File: config.mk
export PLATFORM = sky130hd
export DESIGN_NAME = mux8_rr_arbiter
export DESIGN_NICKNAME = d
export VERILOG_FILES = /design/src/rtl/mux8_rr_arbiter.sv
export SDC_FILE = /design/constraint.sdc
export NUM_CORES = 1
export LEC_CHECK = 0
export ABC_AREA = 1
export CAP_MARGIN = 20
export CORE_ASPECT_RATIO = 0.6
export CORE_MARGIN = 2
export CORE_UTILIZATION = 45
export DETAILED_ROUTE_END_ITERATION = 10
export GPL_TIMING_DRIVEN = 1
export MAX_ROUTING_LAYER = met4
export PLACE_DENSITY = 0.7
export SYNTH_ARGS = -nofsm -noshare
export SYNTH_HDL_FRONTEND = slang
export SYNTH_SLANG_ARGS = --single-unit
File: constraint.sdc
create_clock -name clk -period 8.15 [get_ports clk]
set_input_delay 2.445 -clock clk [delete_from_list [all_inputs] [get_ports clk]]
set_output_delay 2.445 -clock clk [all_outputs]
set_load 0.005 [all_outputs]
File: src/rtl/mux8_rr_arbiter.sv
// Round-robin arbiter/sequencer for the 8-input Mux8 result bus: grants one requester,
// runs valid/ready with the consumer on S, acks accepted beats, bounds burst length.
module mux8_rr_arbiter #(
    parameter int unsigned BEAT_LIMIT = 16
) (
    input  logic       clk,
    input  logic       reset,
    input  logic [7:0] req,
    input  logic [7:0] last,
    input  logic       out_ready,
    output logic [2:0] sel,
    output logic [7:0] gnt,
    output logic       out_valid,
    output logic [7:0] ack,
    output logic       busy
);

    typedef enum logic {
        IDLE  = 1'b0,
        GRANT = 1'b1
    } state_t;

    state_t     state_q, state_d;
    logic [2:0] sel_q, sel_d;
    logic [2:0] ptr_q, ptr_d;
    logic [7:0] gnt_q, gnt_d;
    logic [7:0] cnt_q, cnt_d;

    logic [7:0] cand;
    logic [2:0] base;
    logic [3:0] pick;
    logic       g_req;
    logic       g_last;
    logic       accept;
    logic       at_limit;

    // Returns {found, index}; search starts at base+1 and wraps, base itself checked last.
    function automatic logic [3:0] rr_pick(input logic [7:0] r, input logic [2:0] b);
        logic       found;
        logic [2:0] idx;
        logic [2:0] w;
        found = 1'b0;
        w     = '0;
        for (int unsigned i = 1; i <= 8; i++) begin
            idx = b + 3'(i);
            if (!found && r[idx]) begin
                found = 1'b1;
                w     = idx;
            end
        end
        return {found, w};
    endfunction

    always_ff @(posedge clk) begin
        if (reset) begin
            state_q <= IDLE;
            sel_q   <= '0;
            gnt_q   <= '0;
            ptr_q   <= 3'd7;
            cnt_q   <= '0;
        end else begin
            state_q <= state_d;
            sel_q   <= sel_d;
            gnt_q   <= gnt_d;
            ptr_q   <= ptr_d;
            cnt_q   <= cnt_d;
        end
    end

    // One shared search: from ptr when idle, from the current owner (excluded) on hand-over.
    always_comb begin
        cand     = (state_q == GRANT) ? (req & ~gnt_q) : req;
        base     = (state_q == GRANT) ? sel_q : ptr_q;
        pick     = rr_pick(cand, base);
        g_req    = req[sel_q];
        g_last   = last[sel_q];
        at_limit = (({1'b0, cnt_q} + 9'd1) == 9'(BEAT_LIMIT));
    end

    always_comb begin
        state_d   = state_q;
        sel_d     = sel_q;
        gnt_d     = gnt_q;
        ptr_d     = ptr_q;
        cnt_d     = cnt_q;
        out_valid = 1'b0;
        ack       = '0;
        busy      = 1'b0;
        accept    = 1'b0;

        case (state_q)
            IDLE: begin
                if (pick[3]) begin
                    sel_d   = pick[2:0];
                    gnt_d   = 8'b1 << pick[2:0];
                    cnt_d   = '0;
                    state_d = GRANT;
                end
            end
            GRANT: begin
                busy      = 1'b1;
                out_valid = g_req;
                accept    = g_req && out_ready;
                if (accept) begin
                    ack   = gnt_q;
                    cnt_d = cnt_q + 8'd1;
                end
                if (!g_req || (accept && (g_last || at_limit))) begin
                    ptr_d = sel_q;
                    cnt_d = '0;
                    if (pick[3]) begin
                        sel_d = pick[2:0];
                        gnt_d = 8'b1 << pick[2:0];
                    end else begin
                        gnt_d   = '0;
                        state_d = IDLE;
                    end
                end
            end
            default: state_d = IDLE;
        endcase
    end

    assign sel = sel_q;
    assign gnt = gnt_q;

endmodule

### After elaboration in Yosys (flattened, before gate mapping)

Cells that the tools add are included.

| storage, ports and cells | value |
|---|---|
| register bits after elaboration | 23 |
| output and inout port bits | 21 |
| logic and storage cells | 109 |

| operators by class | value |
|---|---|
| $add $sub $neg | 9 |
| order comparisons | 9 |
| equal/unequal tests | 4 |
| shift operators | 1 |
| muxes and demuxes | 56 |
| bitwise operators | 3 |
| reduce and logical (&&, ||, !) cells | 22 |

Operators by type and width:

| operator | number |
|---|---|
| 2-to-1 mux 8 bit | 9 |
| < comparator 3 x 4 -> 1 bit, second input constant | 9 |
| 2-to-1 mux 3 bit | 11 |
| one-hot mux 8 bit (2 select lines) | 2 |
| binary-select mux 1 bit (select 3 bit) | 10 |
| 2-to-1 mux 1 bit | 22 |
| adder 3 bit, second input constant | 4 |
| adder 8 x 1 -> 9 bit, second input constant | 1 |
| equality test 9 x 5 -> 1 bit, second input constant | 1 |
| logical AND 1 bit | 9 |
| adder 8 x 1 -> 8 bit, second input constant | 1 |
| bitwise AND 8 bit | 1 |
| zero test 1 bit | 8 |
| inverter 8 bit | 1 |
| left shift 1 x 3 -> 8 bit, first input constant | 1 |
| adder 3 x 2 -> 3 bit, second input constant | 2 |
| one-hot mux 3 bit (2 select lines) | 1 |
| AND reduction 2 bit | 3 |
| adder 3 x 1 -> 3 bit, second input constant | 1 |
| != test 3 x 1 -> 1 bit, second input constant | 1 |
| logical OR 1 bit | 2 |
| != test 2 x 1 -> 1 bit, second input constant | 1 |
| != test 2 bit, second input constant | 1 |
| one-hot mux 1 bit (2 select lines) | 1 |
| inverter 1 bit | 1 |

### Logic depth before layout (Yosys ltp)

Gate-level depths: netlist of run 1.

| depth | value |
|---|---|
| depth after elaboration | 31 |
| mapped depth | 22 |

### Worst setup path after synthesis of run 1

Ideal clock, no wire load.

| timing path | value |
|---|---|
| kind | input port to output port |
| start point | in req[5] |
| end point | out ack[0] |
| arrival | 3.153 ns |
| path slack | 2.552 ns |
| stages on the path | 8 |
| buffers on the path | 0 |
| path through | inv_1 a21oi_1 o21ai_0 o211ai_1 nand2_1 inv_1 nand2_1 nor2_1 |

| between the ends | value |
|---|---|
| longest elaborated chain between the ends | 5 |

Ends and longest elaborated chain:

| element | RTL line | source |
|---|---|---|
| start: declaration | 8 | `input logic [7:0] req,` |
| binary-select mux 1 bit (select 3 bit) | 75 | `g_req = req[sel_q];` |
| 2-to-1 mux 1 bit (not written as such) | 75 |  |
| logical AND 1 bit | 103 | `accept = g_req && out_ready;` |
| 2-to-1 mux 8 bit | 104 | `if (accept) begin` |
| 2-to-1 mux 8 bit | 91 | `case (state_q)` |
| end: declaration | 14 | `output logic [7:0] ack,` |

Every way passes these cells. The select of a mux whose other input is x is not followed.

### Worst setup path in the final report of run 1

| timing path | value |
|---|---|
| start point | in req[2] |
| end point | out ack[4] |

Same word-level chain as after synthesis.

==> results of run 1 <==
[area by class of cell]
cell class / count / area [sq um] / share of cell area [%]
inverter: 36 / 143 / 5.25
sequential: 23 / 460 / 16.9
timing repair buffer: 39 / 390 / 14.4
clock inverter: 1 / 5.00 / 0.184
tap: 66 / 82.6 / 3.04
multi-input combinational: 318 / 1600 / 58.7
clock buffer: 3 / 41.3 / 1.52
[power groups by stage]
stage | Clock [mW] | Combinational, mW | Sequential, mW
finish | 0.0714 | 0.675 | 0.177
global placement | 0 | 0.656 | 0.178
floorplan | 0 | 0.496 | 0.165
CTS | 0.0713 | 0.663 | 0.176
global route | 0.0767 | 0.754 | 0.182
detailed placement | 0 | 0.660 | 0.178
[routing by layer]
metal / wire [um] / track usage [%] / vias to the layer above
met2: 2670 / 35.0 / 135
met3: 752 / 6.11 / 0
met5: 0 / - / -
li1: - / - / 1359
met1: 3830 / 45.4 / 1222
met4: 0 / 1.02 / 0
[worst paths after layout]
check             slack [ps]             startpoint  cells past startpoint               endpoint
setup / recovery        1270                 req[2]                     10                 ack[4]
hold / removal           490  ptr_q[1]$_SDFFE_PP1P_                      2  ptr_q[1]$_SDFFE_PP1P_
setup reg to reg        4110     state_q$_SDFF_PP0_                     18  cnt_q[5]$_SDFFE_PP0P_
hold reg to reg          490  ptr_q[1]$_SDFFE_PP1P_                      2  ptr_q[1]$_SDFFE_PP1P_
[worst max-delay path, cell delays in order]
cell and delay (ps):
clkdlybuf4s50_1 500, inv_1 50, a21oi_1 110, o21ai_0 90
nand3_1 90, nand2_1 80, inv_1 100, nand2_1 240
nor2_1 220, clkdlybuf4s50_1 520
[flip-flops by register name (all words and copies together), names as in the netlist]
| name | count |
|---|---|
| cnt_q | 8 |
| gnt | 8 |
| ptr_q | 3 |
| sel | 3 |
| state_q | 1 |
[placed cells by master (no fill, tap or decap), drive strengths merged]
| cell | instances |
|---|---|
| a21oi | 20 |
| xor2 | 1 |
| inv | 36 |
| ha | 3 |
| nand3b | 1 |
| o22ai | 1 |
| clkdlybuf4s50 | 39 |
| o221ai | 1 |
| a31oi | 1 |
| nand4 | 15 |
| o211ai | 5 |
| nand3 | 62 |
| xnor2 | 3 |
| nor3b | 2 |
| nor3 | 2 |
| or2 | 1 |
| and3 | 1 |
| nor2 | 44 |
| o21ai | 22 |
| clkinv | 1 |
| nand2 | 133 |
| dfxtp | 23 |
| clkbuf | 3 |
[cell families after synthesis]
logic type                 after synthesis  synth area share [%]
and+or+nand+nor                        261                  54.3
AOI/OAI and AO/OA                       50                  12.4
buffers and inverters                   46                  9.97
DFF                                     23                  20.2
xor gates and xnor gates                 4                  1.53
adders and majority gates                3                  1.64
==> summary.md, run 1 <==
| Metric | Value |
|---|---|
| Worst-Skew Late Latency | `260 ps` |
| CP max FO | `9` |
| Vias | `2716` |
| Routed Antenna Nets | `0` |
| Clk root buf | `clkbuf_8` |
| Pin count of the biggest net entering global routing | `20` |
| Net Sw Frac | `57.7%` |
| Initial drt markers | `275` |
| Max-cap violations | `0` |
| Post-synth top area cell | `dfxtp_1` |
| Final slew viol count | `0` |
| Setup CP Type | `in -> out` |
| Post-CTS sizing | `0` |
| Post-route minimum period | `6880 ps` |
| Hold Path Class | `reg -> reg` |
| Psw | `0.533 mW` |
| Netlist cell types | `36` |
| Total CTS buffers | `3` |
| Fin nets | `443` |
| Finished Core Util | `54.6%` |
| Clock Skews | `3.71 ps` |
| Number of synthesized register bits | `23` |
| Full die area | `5680 sq um` |
| Starting Density | `45.9%` |
| Residual DRC count | `0` |
| N_diodes | `0` |
| Cell Rows | `20` |
| Cts hold-fix bufs | `0` |
| Number of synthesized flops with an enable pin | `0` |
| DR WL/cell | `14.9 um` |
| Top cells by area, synth | `dfxtp_1 20%, nand2_1 18%, nand3_1 13%, nor2_1 6.4%, nand2_2 4.9%` |
| Number of global-route vias before repair | `2332` |
| Final hold slack | `486 ps` |
| Placed cells | `482` |
| Startpoint Class | `input pin` |
| I/O pin cnt | `40` |
| CP arrival | `4430 ps` |
| Leakage | `1.23 nW` |
| Overflow after GRT | `0` |
| Setup violators final | `0` |
| Ys async rst share | `0%` |
| CTS tree | `built` |
| Clock buffer depth | `2` |
| Total track usage | `27.7%` |
| Final Cell Area | `2720 sq um` |
| Worst Slack Setup Final | `1270 ps` |
| # H-tree levels | `1` |
| First-pass GRT wire length | `11.7 mm` |
| RD Place Congestion | `0.955` |
| Final setup TNS | `0 ps` |
| Outcome | `complete, no violations` |
| # fillers | `508` |
| Final std cells w/o fill | `486` |
| Final count of hold timing violations | `0` |
| Most common flop cell mapped by yosys | `dfxtp_1` |
| Sequential Power Share | `19.2%` |
| Synthesized instance count | `387` |
| Worst-Margin Slew | `960 ps` |
| Vias per inst | `5.59` |
| Critical Path RT | `5710 ps` |
| CTS Sinks | `23` |
| Number of antenna violations at the first check in global routing | `0` |
| RSZ-0062 raised after global routing | `false` |
| Clock share of power | `7.7%` |
| Post-Syn Nets | `409` |
| Crit share post-route | `84.4%` |
| Post-DP Area | `2670 sq um` |
| Nature of the critical path endpoint | `primary output` |
| Cell-internal power | `0.391 mW` |
| Average size of a mapped cell | `5.90 sq um` |
| Pre-CTS WS | `1300 ps` |
| Yosys Warn Count | `0` |
| Setup bufs post-CTS | `0` |
| Share of layout cells above drive strength 1 | `11.4%` |
| Relative slew slack | `35.9%` |
| VDD IR max | `0.173 mV` |
| Number of detailed-route iterations in the first pass | `5` |
| Synth top area share | `20.2%` |
| Input/output buffers | `39` |
| Max frequency | `145 MHz` |
| Post-synth top cells | `112 x nand2_1, 58 x nand3_1, 39 x nor2_1` |
| Combinational power share | `73.1%` |
| Count leader, synth | `nand2_1` |
| Overall Power | `0.924 mW` |
| Register area share after synthesis | `20.2%` |
| Reg clk slew, reported paths | `80 ps` |
| Cell area after synthesis | `2280 sq um` |
| P per Cell Area | `340 nW/um^2` |
| Die Span Y | `59.2 um` |
| Area grow syn2layout | `19.0%` |
| Routed Wire Length | `7.25 mm` |
| Core area | `4980 sq um` |
| DP HPWL | `5.74 mm` |
| Chip width | `96.0 um` |
(Power assumes the default switching activity.)
==> run 2: changes to the inputs <==
--- a/config.mk
+++ b/config.mk
@@ -13,7 +13,7 @@
 export DETAILED_ROUTE_END_ITERATION = 10
 export GPL_TIMING_DRIVEN = 1
 export MAX_ROUTING_LAYER = met4
-export PLACE_DENSITY = 0.7
+export PLACE_DENSITY = 0.72
 export SYNTH_ARGS = -nofsm -noshare
 export SYNTH_HDL_FRONTEND = slang
 export SYNTH_SLANG_ARGS = --single-unit
==> constraint.sdc (replaced) <==
create_clock -name clk -period 6.1 [get_ports clk]
set_input_delay 1.83 -clock clk [delete_from_list [all_inputs] [get_ports clk]]
set_output_delay 1.83 -clock clk [all_outputs]
set_load 0.005 [all_outputs]
==> run 2 against run 1 <==
  * Non-clock buffer count unchanged
  * Worst hold slack about the same
  * Clock power up 40%
  * Sequential cell count unchanged
  * First-iteration DRC count up 1.5%
  * Final cell count unchanged
  * Clock skew down 1.8 ps
  * Count of clock-buffer cells in the layout unchanged
  * Global-route usage down 2.2 points
  * Critical endpoint unchanged
  * Largest cell class unchanged
  * Largest power group unchanged
==> summary.md, run 2 (synthesis results as in run 1) <==
| Metric | Value |
|---|---|
| Outcome | `complete, no violations` |
| Worst hold endpoint | `ptr_q[1]$_SDFFE_PP1P_` |
| Input/output buffers | `39 (unchanged)` |
| Cell Rows | `20 (unchanged)` |
| Post-CTS sizing | `0 (unchanged)` |
| Crit share post-route | `91.8%` |
| N_diodes | `0 (unchanged)` |
| Hold Path Class | `reg -> reg` |
| Vias per inst | `5.49 (-1.8%)` |
| I/O pin cnt | `40 (unchanged)` |
| Number of antenna violations at the first check in global routing | `0 (unchanged)` |
| Commonest cells after routing, fill and taps aside | `112 x nand2_1, 58 x nand3_1, 39 x nor2_1, 39 x clkdlybuf4s50_1, 29 x inv_1` |
| Total track usage | `25.5% (-2.2 points)` |
| Final slew viol count | `0 (unchanged)` |
| Hold_sp | `ptr_q[1]$_SDFFE_PP1P_` |
| Nature of the critical path endpoint | `primary output` |
| Worst reg2reg endpoint | `gnt[1]$_SDFFE_PP0P_` |
| Routed Antenna Nets | `0 (unchanged)` |
| CP arrival | `3770 ps (-660 ps)` |
| Depth of the worst hold-timing path | `2 (unchanged)` |
| Net Sw Frac | `57.4% (-0.26 points)` |
| Finished Core Util | `54.6% (about the same)` |
| Setup slack, reg-to-reg | `2200 ps (-1910 ps)` |
| CTS Sinks | `23 (unchanged)` |
| P per Cell Area | `452 nW/um^2 (+33%)` |
| RSZ-0062 raised after global routing | `false` |
| Slowest CP cell | `clkdlybuf4s50_1` |
| Reg-to-Reg Start | `state_q$_SDFF_PP0_` |
| Share of layout cells above drive strength 1 | `11.4% (unchanged)` |
| Post-route minimum period | `5600 ps` |
| Post-DP Area | `2670 sq um (unchanged)` |
| Worst reg2reg path depth | `14 (-4)` |
| Clock share of power | `8.2% (+0.5 points)` |
| Most used routing layer in global routing | `met1` |
| # fillers | `487 (-4.1%)` |
| Setup CP Type | `in -> out` |
| Max frequency | `179 MHz` |
| Chip width | `96.0 um (unchanged)` |
| Relative slew slack | `42.8% (+6.9 points)` |
| Startpoint Class | `input pin` |
| Final std cells w/o fill | `486 (unchanged)` |
| Overflow after GRT | `0 (unchanged)` |
| Final setup TNS | `0 ps (unchanged)` |
| CP peak stage delay | `520 ps (about the same)` |
| Initial drt markers | `279 (+1.5%)` |
| Crit-path cells | `clkdlybuf4s50_1 > inv_1 > a21oi_1 > o21ai_0 > nand3_1 > nand2_1 > inv_1 > nand2_1 > nor2_1 > clkdlybuf4s50_1` |
| Most common cell after layout, fill and taps aside | `nand2_1` |
| Psw | `0.705 mW (+32%)` |
| Clock buffer depth | `2 (unchanged)` |
| DP HPWL | `5.43 mm (-5.4%)` |
| Area grow syn2layout | `19.1% (about the same)` |
| Fin nets | `443 (unchanged)` |
| Overall Power | `1.23 mW (+33%)` |
| Clk root buf | `clkbuf_8` |
| Cell-internal power | `0.524 mW (+34%)` |
| Full die area | `5680 sq um (unchanged)` |
| DR WL/cell | `14.2 um (-4.9%)` |
| Max-cap violations | `0 (unchanged)` |
| Met3 Use GR | `5.60% (-0.51 points)` |
| Vias | `2667 (-1.8%)` |
| GR Util met2 | `35.0% (unchanged)` |
| RD Place Congestion | `0.957 (+0.20%)` |
| Die Span Y | `59.2 um (unchanged)` |
| Sequential Power Share | `19.3% (about the same)` |
| # H-tree levels | `1 (unchanged)` |
| Pin count of the biggest net entering global routing | `20 (unchanged)` |
| Routed Wire Length | `6.89 mm (-4.9%)` |
| Setup violators final | `0 (unchanged)` |
| Total CTS buffers | `3 (unchanged)` |
| Number of detailed-route iterations in the first pass | `5 (unchanged)` |
| Number of global-route vias before repair | `2306 (-1.1%)` |
| Combinational power share | `72.5% (-0.6 points)` |
| CTS tree | `built` |
| Residual DRC count | `0 (unchanged)` |
| CP max FO | `9 (unchanged)` |
| Critical Path RT | `4270 ps (-1440 ps)` |
| Worst-Skew Late Latency | `270 ps (about the same)` |
| Core area | `4980 sq um (unchanged)` |
| Leakage | `1.23 nW (-0.31%)` |
| Final Cell Area | `2720 sq um (about the same)` |
| Worst-Margin Slew | `857 ps (-103 ps)` |
| Cts hold-fix bufs | `0 (unchanged)` |
| Final count of hold timing violations | `0 (unchanged)` |
| VDD IR max | `0.219 mV (+27%)` |
| First-pass GRT wire length | `10.9 mm (-6.8%)` |
| Placed cells | `482 (unchanged)` |
| Setup bufs post-CTS | `0 (unchanged)` |
| Clock Skews | `1.95 ps (-1.76 ps)` |
| Starting Density | `45.9% (unchanged)` |
| Reg clk slew, reported paths | `90 ps (about the same)` |
| Global-route met1 utilization | `39.2% (-6.1 points)` |
==> run 2: power by group through the flow <==
| stage | Clock (mW) | Combinational (mW) | Sequential [mW] |
|---|---|---|---|
| 6_report | 0.100 | 0.891 | 0.237 |
| 5_1_grt | 0.111 | 0.987 | 0.243 |
| 4_1_cts | 0.101 | 0.873 | 0.237 |
| 3_5_place_dp | 0 | 0.867 | 0.240 |
| 3_3_place_gp | 0 | 0.858 | 0.241 |
| 2_1_floorplan | 0 | 0.662 | 0.220 |
==> run 2: worst max-delay path, delay by kind of cell <==
kind	cells	cell delay (ps)
buffers and inverters	4	1160
AO/OA/AOI/OAI	2	210
AND/OR/NAND/NOR	4	560
==> run 2: final cells by class <==
type / count / area [sq um] / area share [%]
clock buffers: 3 / 41.3 / 1.52
clock inverters: 1 / 7.51 / 0.276
inverters: 36 / 143 / 5.24
multi-input cells: 318 / 1600 / 58.7
flip-flops and latches: 23 / 460 / 16.9
well taps: 66 / 82.6 / 3.03
repair buffers: 39 / 390 / 14.3
==> run 2: worst max path at each step <==
stage / startpoint / endpoint / slack (ps) / depth (start not counted)
final: req[1] / ack[4] / 500 / 10
after global routing: req[1] / ack[4] / 300 / 10
after CTS: req[1] / ack[4] / 510 / 10
after detailed placement: req[1] / ack[4] / 520 / 10
after global placement: req[1] / ack[4] / 550 / 10
after floorplan: req[5] / ack[0] / 1730 / 8
==> run 2: stage by stage <==
stage	setup WS, ps	hold slack [ps]
CTS	514	488
floorplan	1730	446
global placement	547	460
finish	500	486
detailed placement	523	467
global route	303	527
==> run 2: routing by layer <==
metal	up-vias	part of all wire (%)	wire, um
li1	1354	-	-
met1	1176	49	3350
met3	6	12	805
met5	-	0	0
met2	131	39	2700
met4	0	0.45	31
